**config.mk**
```make
export PLATFORM = sky130hd
export DESIGN_NAME = tile_shuffler
export DESIGN_NICKNAME = d
export VERILOG_FILES = /design/src/rtl/tile_pkg.sv /design/src/rtl/tile_lfsr16.sv /design/src/rtl/tile_shuffler.sv
export SDC_FILE = /design/constraint.sdc
export NUM_CORES = 1
export LEC_CHECK = 0
export BUFFER_PORTS_ARGS = -buffer_cell sky130_fd_sc_hd__buf_2
export CAP_MARGIN = 20
export CORE_MARGIN = 4
export CORE_UTILIZATION = 55
export DETAILED_ROUTE_END_ITERATION = 7
export PLACE_DENSITY = 0.76
export SLEW_MARGIN = 0
export SYNTH_ARGS = -nofsm -noshare
export SYNTH_HDL_FRONTEND = slang
export SYNTH_HIERARCHICAL = 1
export SYNTH_SLANG_ARGS = --single-unit
```
**constraint.sdc**
```tcl
create_clock -name CLOCK_50 -period 5.7 [get_ports CLOCK_50]
set_clock_uncertainty 0.1 [all_clocks]
set_input_delay 0.57 -clock CLOCK_50 [delete_from_list [all_inputs] [get_ports CLOCK_50]]
set_output_delay 0.57 -clock CLOCK_50 [all_outputs]
set_load 0.05 [all_outputs]
```
**src/rtl/tile_pkg.sv**
```systemverilog
// Shared definitions for the tile board generator: code field layout,
// board size, base colour table, FSM states and the read-port encoder.
package tile_pkg;

   localparam int TILE_CNT   = 10;
   localparam int IDX_W      = 4;
   localparam int COLOUR_W   = 6;
   localparam int CODE_W     = 11;
   localparam int FLIP_OFF   = 0;
   localparam int COLOUR_OFF = 1;
   localparam int COL_OFF    = 7;
   localparam int ROW_OFF    = 9;

   localparam logic [IDX_W-1:0] LAST_IDX = 4'd9;

   typedef logic [TILE_CNT-1:0][COLOUR_W-1:0] board_t;

   // Slot 9 first, slot 0 last: 1,2,3,4,2,4,3,1,5,5 for slots 0..9.
   localparam board_t BASE_COLOUR = {6'd5, 6'd5, 6'd1, 6'd3, 6'd4,
                                     6'd2, 6'd4, 6'd3, 6'd2, 6'd1};

   typedef enum logic [2:0] {
      ST_IDLE,
      ST_FILL,
      ST_PICK,
      ST_SWAP,
      ST_DONE
   } state_e;

   // Out-of-range indices and empty (colour 0) slots both read as all-zero,
   // so a cleared board returns 0 on every index.
   function automatic logic [CODE_W-1:0] tile_code(input logic [IDX_W-1:0] idx,
                                                   input board_t board);
      logic [COLOUR_W-1:0] c;
      tile_code = '0;
      c         = '0;
      if (idx <= LAST_IDX) begin
         c = board[idx];
         if (c != '0) tile_code = {idx[3:2], idx[1:0], c, 1'b0};
      end
   endfunction

endpackage

```
**src/rtl/tile_lfsr16.sv**
```systemverilog
// Free-running 16-bit Galois LFSR, polynomial x^16+x^14+x^13+x^11+1.
// Advances every cycle; reset reloads SEED (must be non-zero).
module tile_lfsr16 #(
   parameter logic [15:0] SEED = 16'hACE1
) (
   input  logic        clk,
   input  logic        reset,
   output logic [15:0] lfsr
);

   logic [15:0] lfsr_q, lfsr_d;

   always_comb begin
      lfsr_d = {1'b0, lfsr_q[15:1]};
      if (lfsr_q[0]) lfsr_d = lfsr_d ^ 16'hB400;
   end

   always_ff @(posedge clk) begin
      if (reset) lfsr_q <= SEED;
      else       lfsr_q <= lfsr_d;
   end

   assign lfsr = lfsr_q;

endmodule

```
**src/rtl/tile_shuffler.sv**
```systemverilog
// Ten-tile board generator with two registered read ports. Define
// TILE_SHUFFLE_EN to build the LFSR-driven Fisher-Yates shuffle.
module tile_shuffler
   import tile_pkg::*;
#(
   parameter logic [15:0] LFSR_SEED = 16'hACE1
) (
   input  logic              CLOCK_50,
   input  logic              reset,
   input  logic              start,
   input  logic [IDX_W-1:0]  rd_index_a,
   input  logic [IDX_W-1:0]  rd_index_b,
   output logic [CODE_W-1:0] tile_code_a,
   output logic [CODE_W-1:0] tile_code_b,
   output logic              busy,
   output logic              ready
);

   logic [15:0] lfsr;
   logic        lfsr_unused;

   state_e             state_q, state_d;
   logic [IDX_W-1:0]   k_q, k_d;
   board_t             colour_q, colour_d;
   logic               busy_q, busy_d;
   logic               ready_q, ready_d;
   logic [CODE_W-1:0]  code_a_q, code_a_d;
   logic [CODE_W-1:0]  code_b_q, code_b_d;

   tile_lfsr16 #(.SEED(LFSR_SEED)) u_lfsr (
      .clk   (CLOCK_50),
      .reset (reset),
      .lfsr  (lfsr)
   );

`ifdef TILE_SHUFFLE_EN
   logic [IDX_W-1:0] i_q, i_d;
   logic [IDX_W-1:0] j_q, j_d;
   assign lfsr_unused = ^lfsr[15:4];
`else
   assign lfsr_unused = ^lfsr;
`endif

   always_comb begin
      state_d  = state_q;
      k_d      = k_q;
      colour_d = colour_q;
      busy_d   = busy_q;
      ready_d  = ready_q;
      // Reads see the pre-write board, giving old-data on a same-cycle write.
      code_a_d = tile_code(rd_index_a, colour_q);
      code_b_d = tile_code(rd_index_b, colour_q);
`ifdef TILE_SHUFFLE_EN
      i_d      = i_q;
      j_d      = j_q;
`endif
      case (state_q)
         ST_IDLE, ST_DONE: begin
            if (start) begin
               state_d = ST_FILL;
               k_d     = '0;
               busy_d  = 1'b1;
               ready_d = 1'b0;
            end
         end
         ST_FILL: begin
            colour_d[k_q] = BASE_COLOUR[k_q];
            k_d           = k_q + 4'd1;
            if (k_q == LAST_IDX) begin
`ifdef TILE_SHUFFLE_EN
               state_d = ST_PICK;
               i_d     = LAST_IDX;
`else
               state_d = ST_DONE;
               busy_d  = 1'b0;
               ready_d = 1'b1;
`endif
            end
         end
`ifdef TILE_SHUFFLE_EN
         ST_PICK: begin
            // Rejection sampling keeps the pick uniform over 0..i.
            if (lfsr[3:0] <= i_q) begin
               j_d     = lfsr[3:0];
               state_d = ST_SWAP;
            end
         end
         ST_SWAP: begin
            colour_d[i_q] = colour_q[j_q];
            colour_d[j_q] = colour_q[i_q];
            i_d           = i_q - 4'd1;
            if (i_q == 4'd1) begin
               state_d = ST_DONE;
               busy_d  = 1'b0;
               ready_d = 1'b1;
            end else begin
               state_d = ST_PICK;
            end
         end
`endif
         default: state_d = ST_IDLE;
      endcase
   end

   always_ff @(posedge CLOCK_50) begin
      if (reset) begin
         state_q  <= ST_IDLE;
         k_q      <= '0;
         colour_q <= '0;
         busy_q   <= 1'b0;
         ready_q  <= 1'b0;
         code_a_q <= '0;
         code_b_q <= '0;
`ifdef TILE_SHUFFLE_EN
         i_q      <= '0;
         j_q      <= '0;
`endif
      end else begin
         state_q  <= state_d;
         k_q      <= k_d;
         colour_q <= colour_d;
         busy_q   <= busy_d;
         ready_q  <= ready_d;
         code_a_q <= code_a_d;
         code_b_q <= code_b_d;
`ifdef TILE_SHUFFLE_EN
         i_q      <= i_d;
         j_q      <= j_d;
`endif
      end
   end

   assign tile_code_a = code_a_q;
   assign tile_code_b = code_b_q;
   assign busy        = busy_q;
   assign ready       = ready_q;

endmodule

```
======== Word level (Yosys, flattened, before mapping) ========
Memory sizes are Yosys's and may differ from the RTL's. A register that Yosys moved wholly into a read port is not among the register bits.
Cells that the tools add are included.
word-level totals
  latch bits .............................. 0
  input port bits ......................... 11
  memories kept ........................... 1
  logic and storage cells ................. 69
  ROM bits ................................ 96
  output and inout bits ................... 24
  RAM bits ................................ 0
  register bits after elaboration ......... 91
operators by class
  bitwise logic cells ..................... 4
  reductions and logical operators ........ 13
  shift-type cells ........................ 0
  add/sub/neg operators ................... 1
  order comparisons ....................... 6
  divide/modulo/power cells ............... 0
  $mul .................................... 0
  equality and inequality tests ........... 5
  mux-type cells .......................... 21
memory list
  name             depth  bits a word  rd ports  clocked after Yosys merged registers in  wr ports  RTL line             text
  (no name shown)  16     6            1         1                                        0         tile_shuffler.sv:67  colour_d[k_q] = BASE_COLOUR[k_q];
operators with widths
  kind                                                                number
  bitwise mux 60 bit                                                  1
  binary-select mux 6 bit (select 4 bit)                              2
  demux 6 bit (select 4 bit)                                          1
  two-way mux 6 bit                                                   4
  less-than comparator 4 x 5 -> 1 bit (second input constant)         3
  two-way mux 4 bit                                                   3
  nonzero test 6 bit                                                  2
  less-or-equal comparator 4 bit (second input constant)              2
  one-hot mux 4 bit (2 select lines)                                  1
  two-way mux 3 bit                                                   2
  one-hot mux 3 bit (2 select lines)                                  1
  OR reduction 2 bit                                                  3
  OR reduction 3 bit                                                  2
  adder 4 x 1 -> 4 bit (second input constant)                        1
  equality test 4 bit (second input constant)                         1
  greater-or-equal comparator 4 x 1 -> 1 bit (second input constant)  1
  two-way mux 1 bit                                                   4
  != test 2 bit (second input constant)                               2
  NOT 1 bit                                                           4
  one-hot mux 1 bit (2 select lines)                                  2
  AND reduction 2 bit                                                 2
  equality test 3 x 1 -> 1 bit (second input constant)                1
  equality test 3 bit (second input constant)                         1
  zero test 3 bit                                                     1
  other kinds (3)                                                     3

======== Longest topological paths before layout ========
  depth in word-level cells ............... 6
  gate-level depth with buffers ........... 10
  depth with buffers taken out ............ 10

======== Worst setup path before layout ========
OpenSTA, ideal clock, no wires.
  kind .................................... input -> register
  start point ............................. input port rd_index_b[0]
  end point ............................... register code_b_q[10] (netlist: tile_code_b[10])
  library setup time ...................... 0.080 ns
  required time ........................... 5.520 ns
  path buffers ............................ 2
  stages on the path ...................... 7
  arrival ................................. 1.959 ns
  path slack .............................. 3.561 ns
  cell sequence ........................... buf_6 > buf_12 > mux2i_1 > mux4_2 > o22a_1 > and4bb_4 > nor3b_1
on the way
  cells in the longest elaborated chain, start to end .. 5
  elaborated cells between the ends (all ways) .. 7
  those cells by class .................... order compare (1); mux (2); bitwise (2); reduce/logical (2)
RTL lines
  item                                     RTL line              text
  start: declaration                       tile_shuffler.sv:12   input logic [IDX_W-1:0] rd_index_b,
  binary-select mux 6 bit (select 4 bit)   tile_pkg.sv:38        c = board[idx];
  two-way mux 6 bit (not written as such)  tile_pkg.sv:38
  nonzero test 6 bit                       tile_pkg.sv:39        if (c != '0) tile_code = {idx[3:2], idx[1:0], c, 1'b0};
  NOT 1 bit (no source line)               --
  OR reduction 3 bit (no source line) (*)  --
  end signal: assignment                   tile_shuffler.sv:125  code_b_q <= code_b_d;
  end: declaration                         tile_shuffler.sv:28   logic [CODE_W-1:0] code_b_q, code_b_d;
Mark *: on every way between the ends. The rest lies on a longest branch, timed or not. The select of a mux whose other input is x is not followed.
A chain may end at the register's enable or synchronous reset.

==> run metrics <==
status=completed; Final Wtd Congestion=0.8672; initial antenna violation count=0; total gr overflow=0; CP required=5.82 ns; total chip power=734.7 uW; first-pass GRT wire length=9646 um; area of the mapped netlist=0.002748 mm2; 1st-iter DRT viols=77; clk_lat worst skew=0.31 ns; H-tree Lvls=2; WHS Path Cells=2; worst-path fanout max=5; layout cells sized above 1=14.15%; post-synthesis register bit count=55; Pre-antenna DRT Iters=4; Slew Limit Fails=0; Crit-path slowest cell=dfxtp_1; count of warnings emitted by yosys=6; Num CTS Buffers=5; DP Wirelength=4232 um; Rel. slew slack=53.73%; core area=0.004786 mm2; Via Count=2222; Synth area leader=dfxtp_1; CP startpoint=k_q[0]; RSZ-0062 raised after global routing=no; fin crit share=39.54%; Port Buffers=26; DRT Wirelength=5748 um; postcts setup bufs=0; Fillers=441; Die Area=0.006191 mm2; Inst Count DP=384; setup slack, reg-to-reg=3.45 ns; critical path, cell by cell=inv_1 -> ha_1 -> mux2_2 -> nand2_1 -> o31ai_1 -> and2_1 -> inv_1 -> ha_1 -> a21boi_0 -> a211oi_1; synthesized area per cell=8.807 um2; post-route ant nets=0; overall global routing resource usage=19.68%; CTS tree=yes; crit path DAT=2.37 ns; Seq/Total Area, Yosys=40.07%; CTS Buffer Depth=2; Setup crit end kind=flip-flop; Mapped Cells=312; TNS Setup=0 ns; Clock Sinks=55; type of the worst min-delay path=flip-flop to flip-flop; Startpoint Class=flip-flop; cts repair resizes=0; cells on worst reg2reg path=10; row cnt=25; n_diodes=0; chip width=78.68 um; Hold-fix buffers, CTS=0; worst IR drop on VDD=0.1884 mV; clock period minus worst slack=2.254 ns; slew of the pin with the lowest slew margin=0.6940 ns; fin nets=341; largest net degree at the start of global routing=40; Die Y=78.68 um; maxcap violations=0; vias in the first global route=2008; Distinct cells, synth=37; Max stage delay on crit path=0.43 ns; vias per cell=5.668; DRC=0; num ports=35; Initial Util=57.41%; Final Hold Fails=0; P&R area growth vs syn=6.421%; share of the synthesized area in the top cell type=40.07%; per-cell routed wire length=14.66 um; critical path type=flip-flop to flip-flop; most area-consuming cells after synthesis=dfxtp_1 (40%), mux2i_1 (8.7%), a21oi_1 (6.6%), nand2_1 (6.4%), nand3_1 (5.8%); Leak=1.102 nW; final setup fails=0; final cell count without fillers=392; Power Dens Cells=251.3 mW/mm2; fmax=443.7 MHz; R2R Path Start=k_q[0]; Root Driver=clkbuf_8; Clk pin slew, worst setup/hold paths=0.10 ns
[stage by stage]
| stage | util (%) | setup WS, ns | area (um2) | hold WS, ns |
|---|---|---|---|---|
| 2_1_floorplan | - | 3.561 | 2774 | 0.3445 |
| 3_3_place_gp | 58.75 | 3.305 | 2811 | 0.3590 |
| 3_5_place_dp | 58.75 | 3.222 | 2811 | 0.3633 |
| 4_1_cts | 61.10 | 3.410 | 2924 | 0.3776 |
| 5_1_grt | 61.10 | 3.264 | 2924 | 0.4059 |
| 6_report | 61.10 | 3.446 | 2924 | 0.3770 |
[how the worst min path moves through the flow]
stage                 start      endpoint  slack [ns]
6_report       colour_q[26]  colour_q[26]        0.38
5_1_grt        colour_q[50]  colour_q[50]        0.41
4_1_cts        colour_q[26]  colour_q[26]        0.38
3_5_place_dp   colour_q[26]  colour_q[26]        0.36
3_3_place_gp   colour_q[26]  colour_q[26]        0.36
2_1_floorplan  colour_q[25]  colour_q[25]        0.34
[registers in the layout, summed over array words and instances (netlist names), named ones only]
| name | count |
|---|---|
| tile_code_a | 7 |
| ready | 1 |
| colour_q | 30 |
| k_q | 4 |
| state_q | 2 |
| tile_code_b | 7 |
| busy | 1 |
[cells in the mapped netlist, drive strengths merged]
cell type   n
dfxtp      55
nand2      47
a21oi      36
nand3      32
mux2i      24
clkbuf     18
nor2       16
buf        12
nor3b      10
ha          6
inv         6
mux4        6
o21ai       6
and2        4
nand2b      4
nor3        4
o22a        4
mux2        3
xnor2       3
a311oi      2
and4bb      2
nor2b       2
o22ai       2
a211oi      1
a21boi      1
a21o        1
a31oi       1
conb        1
nand4b      1
o31ai       1
or3         1
[layout by cell type (no fill, tap or decap), types with 2 or more instances in the layout]
master,count
mux2i_1,24
clkbuf_8,5
conb_1,8
dfxtp_1,55
mux4_2,6
nor3b_1,9
o22a_1,4
and4bb_4,2
and2_1,4
nor2b_1,2
nand2_1,47
nor2_1,16
a311oi_1,2
a21oi_1,36
nand3_1,32
o21ai_0,5
buf_4,2
inv_1,6
buf_2,26
xnor2_1,3
o22ai_1,2
nand2b_1,4
ha_1,6
nor3_1,4
mux2_1,2
[layer usage]
metal | global-route usage [%] | part of all wire, %
met5 | 0 | 0
met2 | 30.39 | 47
met1 | 26.33 | 45
met3 | 4.587 | 5.3
met4 | 8.217 | 2.5
[power by group]
part | switching (mW) | internal, mW | leakage (nW)
registers | 0.00854 | 0.390 | 0.445
logic | 0.0551 | 0.0232 | 0.599
clock network | 0.127 | 0.131 | 0.0581
[cell type report]
cell class	instances	area, um2	area share [%]
clock inverter	3	43.79	1.498
inverter	6	22.52	0.7702
timing repair buffer	28	145.1	4.964
tap	67	83.83	2.867
clock buffer	5	68.82	2.353
sequential	55	1101	37.66
multi-input combinational	228	1459	49.89
[kinds of logic after synthesis]
group                    synth area share, %
AO/OA/AOI/OAI                          11.34
XOR/XNOR                              0.9565
adder cells (fa/ha/maj)                2.732
buffers and inverters                  7.787
flip-flops                             40.07
multiplexers                           14.89
other                                 0.1365
AND/OR/NAND/NOR                        22.09
[critical path: cells and delay by family, from the launching register on]
family / cells / cell delay, ns
and+or+nand+nor: 2 / 0.26
buffers and inverters: 2 / 0.17
AOI/OAI and AO/OA: 3 / 0.47
muxes: 1 / 0.25
DFF: 1 / 0.43
adders and majority gates: 2 / 0.50
No activity file was read; power rests on OpenSTA's default activity.
